## config.mk

```make
export PLATFORM = sky130hd
export DESIGN_NAME = sr_cmd_sequencer_flat
export DESIGN_NICKNAME = d
export VERILOG_FILES = /design/src/rtl/sr_cmd_sequencer_pkg.sv /design/src/rtl/sr_cmd_sequencer_if.sv /design/src/rtl/sr_hold_timer.sv /design/src/rtl/sr_cmd_sequencer.sv /design/src/flat_wrapper.sv
export SDC_FILE = /design/constraint.sdc
export NUM_CORES = 1
export LEC_CHECK = 0
export CORE_MARGIN = 2
export CORE_UTILIZATION = 35
export CTS_CLUSTER_SIZE = 25
export DETAILED_ROUTE_END_ITERATION = 10
export PLACE_DENSITY = 0.53
export SKIP_CTS_REPAIR_TIMING = 1
export SYNTH_ARGS = -nofsm -noshare
export SYNTH_HDL_FRONTEND = slang
export SYNTH_HIERARCHICAL = 1
export SYNTH_SLANG_ARGS = --single-unit
```

## constraint.sdc

```tcl
create_clock -name clk -period 4 [get_ports clk]
set_clock_uncertainty 0.1 [all_clocks]
set_input_delay 0.4 -clock clk [delete_from_list [all_inputs] [get_ports clk]]
set_output_delay 0.4 -clock clk [all_outputs]
set_load 0.05 [all_outputs]
```

## src/rtl/sr_cmd_sequencer_pkg.sv

```systemverilog
// sr_cmd_pkg: shared types for the SR command sequencer.
//   op_e    : command opcodes carried on cmd_op
//   state_e : sequencer FSM states
//   op_target(): value Q must settle to for a given opcode
package sr_cmd_pkg;
  typedef enum logic [1:0] {
    OP_NOP = 2'b00,
    OP_SET = 2'b01,
    OP_RST = 2'b10,
    OP_TGL = 2'b11
  } op_e;

  typedef enum logic [1:0] {
    IDLE  = 2'd0,
    DRIVE = 2'd1,
    CHECK = 2'd2
  } state_e;

  localparam int ERR_CNT_MAX = 255;

  // Expected Q after the command, given Q as seen at acceptance.
  function automatic logic op_target(input op_e op, input logic q);
    unique case (op)
      OP_SET:  return 1'b1;
      OP_RST:  return 1'b0;
      OP_TGL:  return ~q;
      default: return q;
    endcase
  endfunction
endpackage

```

## src/rtl/sr_cmd_sequencer_if.sv

```systemverilog
// Command handshake between a requester (master) and the sequencer (slave).
//   cmd_valid : command present
//   cmd_op    : opcode, sampled only on acceptance
//   cmd_ready : sequencer idle and accepting
interface sr_cmd_sequencer_if;
  import sr_cmd_pkg::*;
  logic cmd_valid;
  op_e  cmd_op;
  logic cmd_ready;

  modport master (output cmd_valid, output cmd_op, input cmd_ready);
  modport slave  (input cmd_valid, input cmd_op, output cmd_ready);
endinterface

```

## src/rtl/sr_hold_timer.sv

```systemverilog
// Shared cycle counter for DRIVE hold and CHECK timeout.
//   clr   : load zero (wins over en)
//   en    : advance by one
//   limit : runtime cycle limit (>=1)
//   tc    : counter is on the last cycle of the limit (cnt == limit-1)
module sr_hold_timer #(
  parameter int CW = 4
) (
  input  logic          clk,
  input  logic          rst_n,
  input  logic          clr,
  input  logic          en,
  input  logic [CW-1:0] limit,
  output logic          tc
);
  logic [CW-1:0] cnt;

  always_ff @(posedge clk or negedge rst_n) begin
    if (!rst_n)   cnt <= '0;
    else if (clr) cnt <= '0;
    else if (en)  cnt <= cnt + CW'(1);
  end

  assign tc = (cnt == limit - CW'(1));
endmodule

```

## src/rtl/sr_cmd_sequencer.sv

```systemverilog
// Command sequencer feeding an SR flip-flop stage.
//   cmd     : valid/ready command port (slave side)
//   q_fb    : Q fed back from the SR stage
//   S, R    : registered set/reset drives, never both high
//   busy    : sequencer in DRIVE or CHECK
//   done    : one-cycle pulse when Q reached the target
//   err     : one-cycle pulse when CHECK timed out
//   err_cnt : saturating count of timeouts
module sr_cmd_sequencer
  import sr_cmd_pkg::*;
#(
  parameter int HOLD_CYC = 1,
  parameter int TIMEOUT  = 4,
  parameter int CW       = 4
) (
  input  logic                clk,
  input  logic                rst_n,
  sr_cmd_sequencer_if.slave   cmd,
  input  logic                q_fb,
  output logic                S,
  output logic                R,
  output logic                busy,
  output logic                done,
  output logic                err,
  output logic [7:0]          err_cnt
);
  state_e        state, nxt;
  logic          tgt, tgt_nxt;
  logic          rdy_en;      // holds cmd_ready low for the first cycle out of reset
  logic          accept;
  logic          clr, en, tc;
  logic          done_nxt, err_nxt;
  logic [CW-1:0] limit;

  assign cmd.cmd_ready = rdy_en && (state == IDLE);
  assign accept        = cmd.cmd_ready && cmd.cmd_valid;
  assign busy          = (state != IDLE);
  assign limit         = (state == DRIVE) ? CW'(HOLD_CYC) : CW'(TIMEOUT);

  sr_hold_timer #(.CW(CW)) u_tmr (
    .clk   (clk),
    .rst_n (rst_n),
    .clr   (clr),
    .en    (en),
    .limit (limit),
    .tc    (tc)
  );

  // q_fb is used raw: it is only looked at in CHECK and at acceptance, where
  // the SR stage has had a full cycle to settle after S/R were released.
  always_comb begin
    nxt      = state;
    tgt_nxt  = tgt;
    clr      = 1'b0;
    en       = 1'b0;
    done_nxt = 1'b0;
    err_nxt  = 1'b0;
    unique case (state)
      IDLE: begin
        clr = 1'b1;
        if (accept) begin
          tgt_nxt = op_target(cmd.cmd_op, q_fb);
          nxt     = (cmd.cmd_op == OP_NOP) ? CHECK : DRIVE;
        end
      end
      DRIVE: begin
        if (tc) begin
          nxt = CHECK;
          clr = 1'b1;
        end else en = 1'b1;
      end
      CHECK: begin
        if (q_fb == tgt) begin
          nxt      = IDLE;
          done_nxt = 1'b1;
          clr      = 1'b1;
        end else if (tc) begin
          nxt     = IDLE;
          err_nxt = 1'b1;
          clr     = 1'b1;
        end else en = 1'b1;
      end
      default: nxt = IDLE;
    endcase
  end

  always_ff @(posedge clk or negedge rst_n) begin
    if (!rst_n) begin
      state   <= IDLE;
      tgt     <= 1'b0;
      rdy_en  <= 1'b0;
      S       <= 1'b0;
      R       <= 1'b0;
      done    <= 1'b0;
      err     <= 1'b0;
      err_cnt <= '0;
    end else begin
      state  <= nxt;
      tgt    <= tgt_nxt;
      rdy_en <= 1'b1;
      // S/R decoded from the next state so they are true flop outputs and
      // mutually exclusive by construction.
      S      <= (nxt == DRIVE) &&  tgt_nxt;
      R      <= (nxt == DRIVE) && !tgt_nxt;
      done   <= done_nxt;
      err    <= err_nxt;
      if (err_nxt && (err_cnt != 8'(ERR_CNT_MAX))) err_cnt <= err_cnt + 8'd1;
    end
  end
endmodule

```

## src/flat_wrapper.sv

```systemverilog
// flat-port wrapper written by rule: the top's interface ports become plain ports
module sr_cmd_sequencer_flat import sr_cmd_pkg::*;
#(
  parameter int HOLD_CYC = 1,
  parameter int TIMEOUT  = 4,
  parameter int CW       = 4
)
  (clk, rst_n, q_fb, S, R, busy, done, err, err_cnt, cmd_cmd_valid, cmd_cmd_op, cmd_cmd_ready);
  sr_cmd_sequencer_if cmd_i ();
  input  logic clk;
  input  logic rst_n;
  input  logic q_fb;
  output logic S;
  output logic R;
  output logic busy;
  output logic done;
  output logic err;
  output logic [7:0] err_cnt;
  input wire logic [$bits(cmd_i.cmd_valid)-1:0] cmd_cmd_valid;
  input wire logic [$bits(cmd_i.cmd_op)-1:0] cmd_cmd_op;
  output wire logic [$bits(cmd_i.cmd_ready)-1:0] cmd_cmd_ready;
  assign cmd_i.cmd_valid = cmd_cmd_valid;
  assign cmd_i.cmd_op = cmd_cmd_op;
  assign cmd_cmd_ready = cmd_i.cmd_ready;
  sr_cmd_sequencer #(.HOLD_CYC(HOLD_CYC), .TIMEOUT(TIMEOUT), .CW(CW)) u_core (.clk(clk), .rst_n(rst_n), .cmd(cmd_i), .q_fb(q_fb), .S(S), .R(R), .busy(busy), .done(done), .err(err), .err_cnt(err_cnt));
endmodule
```

==> impl_metrics.csv <==
group,metric,value,unit
sta,tns,0,ps
detailed_routing,drtIter0Drc,19,
sta,fin_crit,2810,ps
outcome,status,"finished, final reports clean",
cells_and_area,fillers,305,
synthesis,synth-async-reset-ratio,100,%
setup_path,cp_max_fo,6,
synthesis,synth_ff_type,"dfrtp_1",
detailed_routing,viasPerCell,4.47,
setup_path,startpoint,"u_core/state[1]",
sta,report.final.slew_viol_count,0,
floorplan,die_h,60.4,um
detailed_routing,drc,0,
detailed_routing,vias,769,
setup_path,cpPeakStageDelay,510,ps
sta,rsz0062_at_grt,"false",
placement,gp_congestion,0.732,
cells_and_area,drive_above_1_share,10.9,%
global_routing,grt-ovfl-total,0,
floorplan,rows,20,
cts,clkTransAtPathRegs,120,ps
pwr,ir_drop,321,uV
synthesis,syn_inst,103,
setup_path,critPathKind,"register to register",
synthesis,syn-mean-instance-area,10.8,um2
worst_hold_path,hp-class,"register to register",
global_routing,track_usage,13.4,%
cells_and_area,final_cells,172,
setup_path,cp.required,4090,ps
detailed_routing,postRouteAntennaNets,0,
worst_hold_path,min_from,"u_core/err_cnt[7]",
global_routing,grt_antenna_before_repair,0,
cts,cts.sinks,20,
setup_path,worstPathArrival,2910,ps
cts,clk_latency,300,ps
cts,root_buffer,"clkbuf_4",
synthesis,synthAdderAreaFrac,7.87,%
sta,fmax,355,MHz
setup_path,crit_chain,"inv_1 > ha_1 > inv_1 > ha_1 > xnor2_1 > nor4_2 > nand2b_1 > o22ai_1 > and2_1 > nand4_1 > xor2_1 > nor2_1",
synthesis,synthSimpleGateAreaFrac,17.5,%
setup_path,cp_slowest_cell,"nor4_2",
detailed_routing,firstDrtPassIters,2,
setup_path,start_kind,"register",
global_routing,grt_max_degree,21,
run,max_cap_viol_count,0,
sta,slew_headroom,38.8,%
setup_path,reg2reg_from,"u_core/state[1]",
synthesis,yosysWarnings,6,
floorplan,pin_count,20,
cts,clock_path_buffers,2,
synthesis,synth-compound-area-share,7.76,%
floorplan,die_area,3650,um2
floorplan,core,3030,um2
detailed_routing,routed_wl,2030,um
cts,cts_tree,"done",
global_routing,grt_pass1_wl,3570,um
synthesis,synth_mux_area_share,2.92,%
cells_and_area,area_delta_synth_final,26.0,%
placement,placed_cells,168,
placement,port_buffers,19,
global_routing,grt_pass1_vias,797,
synthesis,synth_xor_area_share,14.8,%
sta,report.final.hold_viol_count,0,
synthesis,syn_area,1110,um2
sta,setup_viol_count_final,0,
sta,post-route-period-util,70.4,%
pwr,p_per_area,565,nW/um2
setup_path,end_kind,"register",
synthesis,yosysSeqAreaShare,45.0,%
synthesis,synth_top_family_by_area,"simple AND/OR/NAND/NOR gates",
cells_and_area,diodes,0,
detailed_routing,wl_per_cell,11.8,um
synthesis,ys_types,28,
synthesis,synth_edf_count,0,
placement,dp_hpwl,1540,um
cts,cts_buffers,3,
floorplan,start_util,36.7,%
synthesis,synth-seq-cells,20,
floorplan,die_w,60.4,um
cts,h-tree-depth,1,
sta,tightest_slew,915,ps
cells_and_area,final_nets,142,
pwr,power_leakage,0.590,nW
-- registers in the layout (all words and copies together) (netlist names) --
signal	flops
u_core/err_cnt	8
u_core/u_tmr/cnt	4
u_core/state	2
u_core/R	1
u_core/S	1
u_core/done	1
u_core/err	1
u_core/rdy_en	1
u_core/tgt	1
-- cell usage in the layout, fill, tap and decap left out, types with 2 or more instances in the layout --
master and count:
and3_1 2, xor2_1 3, ha_1 7, nor3_2 2, inv_1 10, xnor2_1 14, nor2_1 7, a31oi_1 2
clkbuf_4 3, mux2_2 2, o22ai_1 3, a21oi_1 3, conb_1 4, dfrtp_1 20, nand3_1 2, nand2_1 6
nand4_1 4, and2_1 3, clkdlybuf4s50_1 19
-- per-stage QoR --
stage	area, um2	setup WS (ps)	hold WS (ps)	power, mW	util (%)
4_1_cts	1400	1190	421	0.805	46.3
2_1_floorplan	1120	1500	4.41	0.573	-
5_1_grt	1400	938	452	0.858	46.3
6_report	1400	1190	409	0.792	46.3
3_3_place_gp	1370	1320	401	0.677	45.1
3_5_place_dp	1370	1220	405	0.677	45.1
-- synthesized netlist by cell type, types with 2 or more instances --
cell type | number | area (um2)
dfrtp_1 | 20 | 500
xnor2_1 | 14 | 123
inv_1 | 10 | 37.5
ha_1 | 7 | 87.6
nor2_1 | 7 | 26.3
nand2_1 | 6 | 22.5
nand4_1 | 4 | 25.0
a21oi_1 | 3 | 15.0
and2_1 | 3 | 18.8
o22ai_1 | 3 | 18.8
xor2_1 | 3 | 26.3
a31oi_1 | 2 | 12.5
and3_1 | 2 | 12.5
conb_1 | 2 | 7.51
mux2_2 | 2 | 22.5
nand3_1 | 2 | 10.0
nor3_2 | 2 | 20.0
-- final cells by class --
cell class | count | area, um2 | share of cell area (%)
Tap cell | 44 | 55.1 | 3.93
Clock buffer | 4 | 36.3 | 2.59
Multi-Input combinational cell | 75 | 582 | 41.5
Sequential cell | 20 | 500 | 35.7
Inverter | 10 | 37.5 | 2.68
Timing Repair Buffer | 19 | 190 | 13.6
-- logic make-up (layout without fill, tap and decap cells) --
| logic type | after synthesis | after routing |
|---|---|---|
| buffers and inverters | 10 | 33 |
| flip-flops | 20 | 20 |
| adder cells (fa/ha/maj) | 7 | 7 |
| XOR/XNOR | 18 | 18 |
| other | 2 | 4 |
| AND/OR/NAND/NOR | 33 | 33 |
| multiplexers | 3 | 3 |
| AO/OA/AOI/OAI | 10 | 10 |
-- worst max-delay path, delay by kind of cell (launching register included) --
family	cells	cell delay (ps)
adder cells (fa/ha/maj)	2	570
AO/OA/AOI/OAI	1	80
AND/OR/NAND/NOR	5	1100
flip-flops	1	440
buffers and inverters	2	180
XOR/XNOR	2	230
-- routing by layer --
metal	vias up	share of wire [%]	global-route usage, %
li1	391	-	-
met2	16	44	21.0
met4	0	0.89	6.67
met1	360	50	17.2
met5	-	0	0
met3	2	4.4	3.62
-- path summary, 6_finish.rpt --
kind                                       endpoint  slack (ps)  cells past startpoint
worst min register to register    u_core/err_cnt[7]         410                      1
max in group asynchronous         u_core/err_cnt[1]        2750                      1
worst max register to register  u_core/u_tmr/cnt[3]        1190                     12
worst min-delay path              u_core/err_cnt[7]         410                      1
worst max-delay path            u_core/u_tmr/cnt[3]        1190                     12
min in group asynchronous               u_core/done         500                      1
-- power breakdown --
group	leakage [nW]	total, mW	switching [mW]	internal (mW)
registers	0.271	0.269	0.0336	0.236
logic	0.298	0.403	0.247	0.156
clock network	0.0210	0.120	0.0645	0.0555
(Power assumes the default switching activity.)
==> RTL edit 1: new RTL, config.mk and constraints unchanged <==
Make the reset (`rst_n`) synchronous in 2 clocked blocks.
--- a/src/rtl/sr_hold_timer.sv
+++ b/src/rtl/sr_hold_timer.sv
@@ -15,7 +15,7 @@
 );
   logic [CW-1:0] cnt;
 
-  always_ff @(posedge clk or negedge rst_n) begin
+  always_ff @(posedge clk) begin
     if (!rst_n)   cnt <= '0;
     else if (clr) cnt <= '0;
     else if (en)  cnt <= cnt + CW'(1);
--- a/src/rtl/sr_cmd_sequencer.sv
+++ b/src/rtl/sr_cmd_sequencer.sv
@@ -84,7 +84,7 @@
     endcase
   end
 
-  always_ff @(posedge clk or negedge rst_n) begin
+  always_ff @(posedge clk) begin
     if (!rst_n) begin
       state   <= IDLE;
       tgt     <= 1'b0;
Check against the original RTL: differs if rst_n is asserted again (counterexample within 4 cycles, from zero or initial values and one cycle with rst_n low); with rst_n held inactive, the same outputs for 10 cycles.
==> RTL edit 1 against the unedited design <==
  * Maximum frequency increased by 6.5%
  * Die area shrank 2.1%
  * Critical endpoint is now u_core/u_tmr/cnt[3]$_SDFFE_PP0P_
  * Sequential cell count unchanged
  * Critical path depth increased by 2
  * Critical path type unchanged
  * Routed wire length increased by 2.9%
  * Final area shrank 4.1%
  * Area after synthesis down 2.2%
  * Worst setup slack gained 0.17 ns
  * Utilization down 1.5 points
  * Final cell count grew 2.9%
Power is not compared: it rests on default switching activity, and its combinational part moved more than twofold at a synthesized area within 25%.
==> RTL edit 1: results (changes against the unedited design) <==
Status: completed
Met1 usage: 0.162 (-0.0100)
Vias per cell: 5.27 (+18%)
Largest cells by area after synthesis: dfxtp_1 37%, ha_1 8.1%, xnor2_1 6.4%
Post-Place Cell Area: 1320 sq um (-3.2%)
Worst-path fanout max: 7 (+1)
R2R cell count: 14 (+2)
First DRT Iteration DRCs: 32 (+13)
DRT Pass-1 Iters: 4 (+2)
WL met1: 978 microns (-3.7%)
Seq/Total Area, Yosys: 0.368 (-0.0817)
Gate Count Post-Synth: 121 (+17%)
Met2 wire len: 970 microns (+7.5%)
Hold crit path type: register to register
Clock transition at path regs: 0.10 ns (-0.02 ns)
Count leader, synth: dfxtp_1
Worst path arrival time: 2.73 ns (-0.18 ns)
Global-route wire length before repair: 3510 microns (-1.7%)
FFs w/ async S/R, synth: 0 (-1.00)
WHS: 0.411 ns (+0.00242 ns)
F_max: 378 MHz (+6.5%)
Min-Delay Startpoint: u_core/err_cnt[6]$_SDFFE_PN0P_
Reg-to-Reg Start: u_core/state[1]$_SDFF_PN0_
Nets@finish: 159 (+12%)
Worst Hold Path Cells: 2 (+1)
Routed len/inst: 11.8 microns (about the same)
Max transition margin: 0.663 (+0.275)
Met3 Use GR: 0.0216 (-0.0146)
Largest net degree at the start of global routing: 13 (-38%)
R2R Path End: u_core/u_tmr/cnt[3]$_SDFFE_PP0P_
Setup slack, reg-to-reg: 1.36 ns (+0.17 ns)
P_comb: 0.0747 mW
Placed instance count: 174 (+3.6%)
Mux share of post-synthesis cell area: 0.0368 (+0.00758)
Adder-Cell Fraction of Synth Area: 0.0806 (+0.00181)
Top cells by count, synth: 20 x dfxtp_1, 10 x nand2_1, 9 x nor2_1
Largest family of logic cells by synthesized area: simple AND/OR/NAND/NOR gates
Largest stage delay, worst path: 0.37 ns (-0.14 ns)
Number of global-route vias before repair: 825 (+3.5%)
Yosys cell types: 36 (+29%)
GRT Total Usage: 0.130 (-0.00462)
DP Wirelength: 1650 microns (+6.9%)
Top Family by Delay on Critical Path: simple AND/OR/NAND/NOR gates
XOR/XNOR share of the synthesized area: 0.0955 (-0.0530)
Met2 Use GR: 0.205 (-0.00466)
Compound-Gate Fraction of Synth Area: 0.130 (+0.0524)
WHS Endpoint: u_core/err_cnt[6]$_SDFFE_PN0P_
Filler cell count: 300 (-1.6%)
Synthesis warning total: 6 (unchanged)
Proportion of layout cells with a drive suffix above 1: 0.0486 (-0.0608)
Vias: 933 (+21%)
Gpl congestion: 0.821 (+12%)
Slowest CP cell: dfxtp_1
# port buffers: 19 (unchanged)
RTL edit 1: final cells by class:
type,instances,area [sq um],area share
Multi-Input combinational cell,93,652,0.485
Sequential cell,20,400,0.298
Timing Repair Buffer,20,198,0.147
Tap cell,33,41.3,0.0307
Inverter,8,30.0,0.0223
Clock buffer,3,22.5,0.0168
RTL edit 1: worst max path at each step:
stage	startpoint	end
finish	u_core/state[1]$_SDFF_PN0_	u_core/u_tmr/cnt[3]$_SDFFE_PP0P_
global route	u_core/state[0]$_SDFF_PN0_	u_core/u_tmr/cnt[3]$_SDFFE_PP0P_
CTS	u_core/state[1]$_SDFF_PN0_	u_core/u_tmr/cnt[3]$_SDFFE_PP0P_
detailed placement	u_core/state[1]$_SDFF_PN0_	u_core/u_tmr/cnt[3]$_SDFFE_PP0P_
global placement	u_core/state[1]$_SDFF_PN0_	u_core/u_tmr/cnt[3]$_SDFFE_PP0P_
floorplan	u_core/state[1]$_SDFF_PN0_	u_core/err_cnt[5]$_SDFFE_PN0P_
==> RTL edit 2: new RTL, config.mk and constraints unchanged <==
Without the edit above. `CW` is set to 4 in 3 places; all go to 3.
--- a/src/rtl/sr_hold_timer.sv
+++ b/src/rtl/sr_hold_timer.sv
@@ -4,7 +4,7 @@
 //   limit : runtime cycle limit (>=1)
 //   tc    : counter is on the last cycle of the limit (cnt == limit-1)
 module sr_hold_timer #(
-  parameter int CW = 4
+  parameter int CW = 3
 ) (
   input  logic          clk,
   input  logic          rst_n,
--- a/src/rtl/sr_cmd_sequencer.sv
+++ b/src/rtl/sr_cmd_sequencer.sv
@@ -11,7 +11,7 @@
 #(
   parameter int HOLD_CYC = 1,
   parameter int TIMEOUT  = 4,
-  parameter int CW       = 4
+  parameter int CW       = 3
 ) (
   input  logic                clk,
   input  logic                rst_n,
--- a/src/flat_wrapper.sv
+++ b/src/flat_wrapper.sv
@@ -3,7 +3,7 @@
 #(
   parameter int HOLD_CYC = 1,
   parameter int TIMEOUT  = 4,
-  parameter int CW       = 4
+  parameter int CW       = 3
 )
   (clk, rst_n, q_fb, S, R, busy, done, err, err_cnt, cmd_cmd_valid, cmd_cmd_op, cmd_cmd_ready);
   sr_cmd_sequencer_if cmd_i ();
Check against the original RTL: same outputs for any inputs over 10 cycles, from zero or initial values and one cycle with rst_n low; that may be too few to reach the edited logic, so the function may still have changed.
==> RTL edit 2 against the unedited design <==
  * The flow now finishes with violations (design-rule violations)
  * Routed wire length decreased by 5.0%
  * Area after synthesis decreased by 5.5%
  * Worst setup slack improved by 0.16 ns
  * Final area decreased by 6.7%
  * Sequential share of layout area increased by 0.65 points
  * Final cell count decreased by 13%
  * Sequential cell count decreased by 1
  * Total power decreased by 11%
  * Via count decreased by 5.3%
  * Critical endpoint is now u_core/u_tmr/cnt[2]$_DFFE_PN0P_
==> RTL edit 2: results (changes against the unedited design) <==
Slowest CP cell: dfrtp_1
Clock Root Buffer: clkbuf_4
Top cells by count, synth: 19 x dfrtp_1, 10 x inv_1, 10 x xnor2_1
Top flop regs: u_core/err_cnt: 8 flops, u_core/u_tmr/cnt: 3 flops, u_core/state: 2 flops
Pleak: 0.567 nW (-3.9%)
Seq/Total Area, Yosys: 0.452 (+0.00244)
Global-route wire length before repair: 3480 microns (-2.7%)
Vias: 728 (-5.3%)
DP Worst Slack: 1.38 ns (+0.166 ns)
R2R Path End: u_core/u_tmr/cnt[2]$_DFFE_PN0P_
Worst-Margin Slew: 0.857 ns (-0.0585 ns)
Routed len/inst: 12.9 microns (+9.7%)
Share of the synthesized area in the top cell type: 0.452 (+0.00244)
Worst setup path end: u_core/u_tmr/cnt[2]$_DFFE_PN0P_
Vias per cell: 4.89 (+9.3%)
First DRT Iteration DRCs: 10 (-9)
Mux share of post-synthesis cell area: 0.0310 (+0.00171)
Min-Delay Startpoint: u_core/err_cnt[7]$_DFFE_PN0P_
XOR/XNOR share of the synthesized area: 0.130 (-0.0187)
Largest cells by area after synthesis: dfrtp_1 45%, ha_1 8.3%, xnor2_1 8.3%
Number of global-route vias before repair: 794 (-0.38%)
DP Wirelength: 1470 microns (-4.8%)
Met3 Use GR: 0.0242 (-0.0121)
Worst path arrival time: 2.79 ns (-0.12 ns)
Met2 Use GR: 0.206 (-0.00328)
Met1 usage: 0.174 (+0.00158)
VDD IR max: 277 uV (-14%)
Filler cell count: 287 (-5.9%)
FFs w/ async S/R, synth: 1.00 (unchanged)
Placed instance count: 145 (-14%)
Yosys cell types: 30 (+7.1%)
Gpl congestion: 0.756 (+3.4%)
Largest net degree at the start of global routing: 20 (-4.8%)
DRT Pass-1 Iters: 7 (+5)
Top Family by Delay on Critical Path: simple AND/OR/NAND/NOR gates
Violated checks: design-rule violations
Residual DRC count: 1 (+1)
GRT Total Usage: 0.133 (-0.000982)
Sw Ratio: 0.435 (about the same)
Largest stage delay, worst path: 0.44 ns (-0.07 ns)
Setup slack, reg-to-reg: 1.35 ns (+0.16 ns)
Adder-Cell Fraction of Synth Area: 0.0833 (+0.00459)
Proportion of layout cells with a drive suffix above 1: 0.119 (+0.00927)
Status: finished, violations left
Gate Count Post-Synth: 95 (-7.8%)
R2R cell count: 11 (-1)
Nets@finish: 132 (-7.0%)
Compound-Gate Fraction of Synth Area: 0.0964 (+0.0188)
## RTL edit 2: cell count changes after synthesis, sizes merged
cell	change
xor2	-2
nor2	-2
nand2	-1
xor3	+1
nor4	-1
a21bo	+1
nand4	-1
dfrtp	-1
nand3b	+1
a21oi	+1
xnor2	-4
## RTL edit 2: worst reg2reg max path, delay by kind of cell (launching register included)
family                   cells  cell delay, ns
AND/OR/NAND/NOR              3            0.66
adder cells (fa/ha/maj)      2            0.45
buffers and inverters        2            0.16
XOR/XNOR                     1            0.36
flip-flops                   1            0.44
AO/OA/AOI/OAI                3            0.41
## RTL edit 2: metrics by stage
stage	hold WS [ns]	utilization	cell area (sq um)
3_5_place_dp	0.396	0.456	1280
3_3_place_gp	0.396	0.456	1280
4_1_cts	0.415	0.466	1310
6_report	0.414	0.466	1310
5_1_grt	0.436	0.466	1310
2_1_floorplan	0.00441	-	1050
## RTL edit 2: metal layers
layer / wire length, microns / part of all wire
met5: 0 / 0
met4: 47 / 0.024
met3: 78 / 0.040
met2: 872 / 0.45
met1: 928 / 0.48
## RTL edit 2: power groups by stage
stage / clock network (mW) / registers (mW) / logic (mW)
floorplan: 0 / 0.296 / 0.215
global placement: 0 / 0.251 / 0.352
detailed placement: 0 / 0.253 / 0.353
CTS: 0.107 / 0.250 / 0.357
global route: 0.115 / 0.254 / 0.392
finish: 0.101 / 0.249 / 0.353
## RTL edit 2: cell type report
class,instances,area [sq um],area share
Inverter,10,37.5,0.0287
Clock inverter,1,5.00,0.00383
Timing Repair Buffer,19,190,0.145
Multi-Input combinational cell,66,538,0.411
Sequential cell,19,475,0.364
Tap cell,31,38.8,0.0297
Clock buffer,3,22.5,0.0172
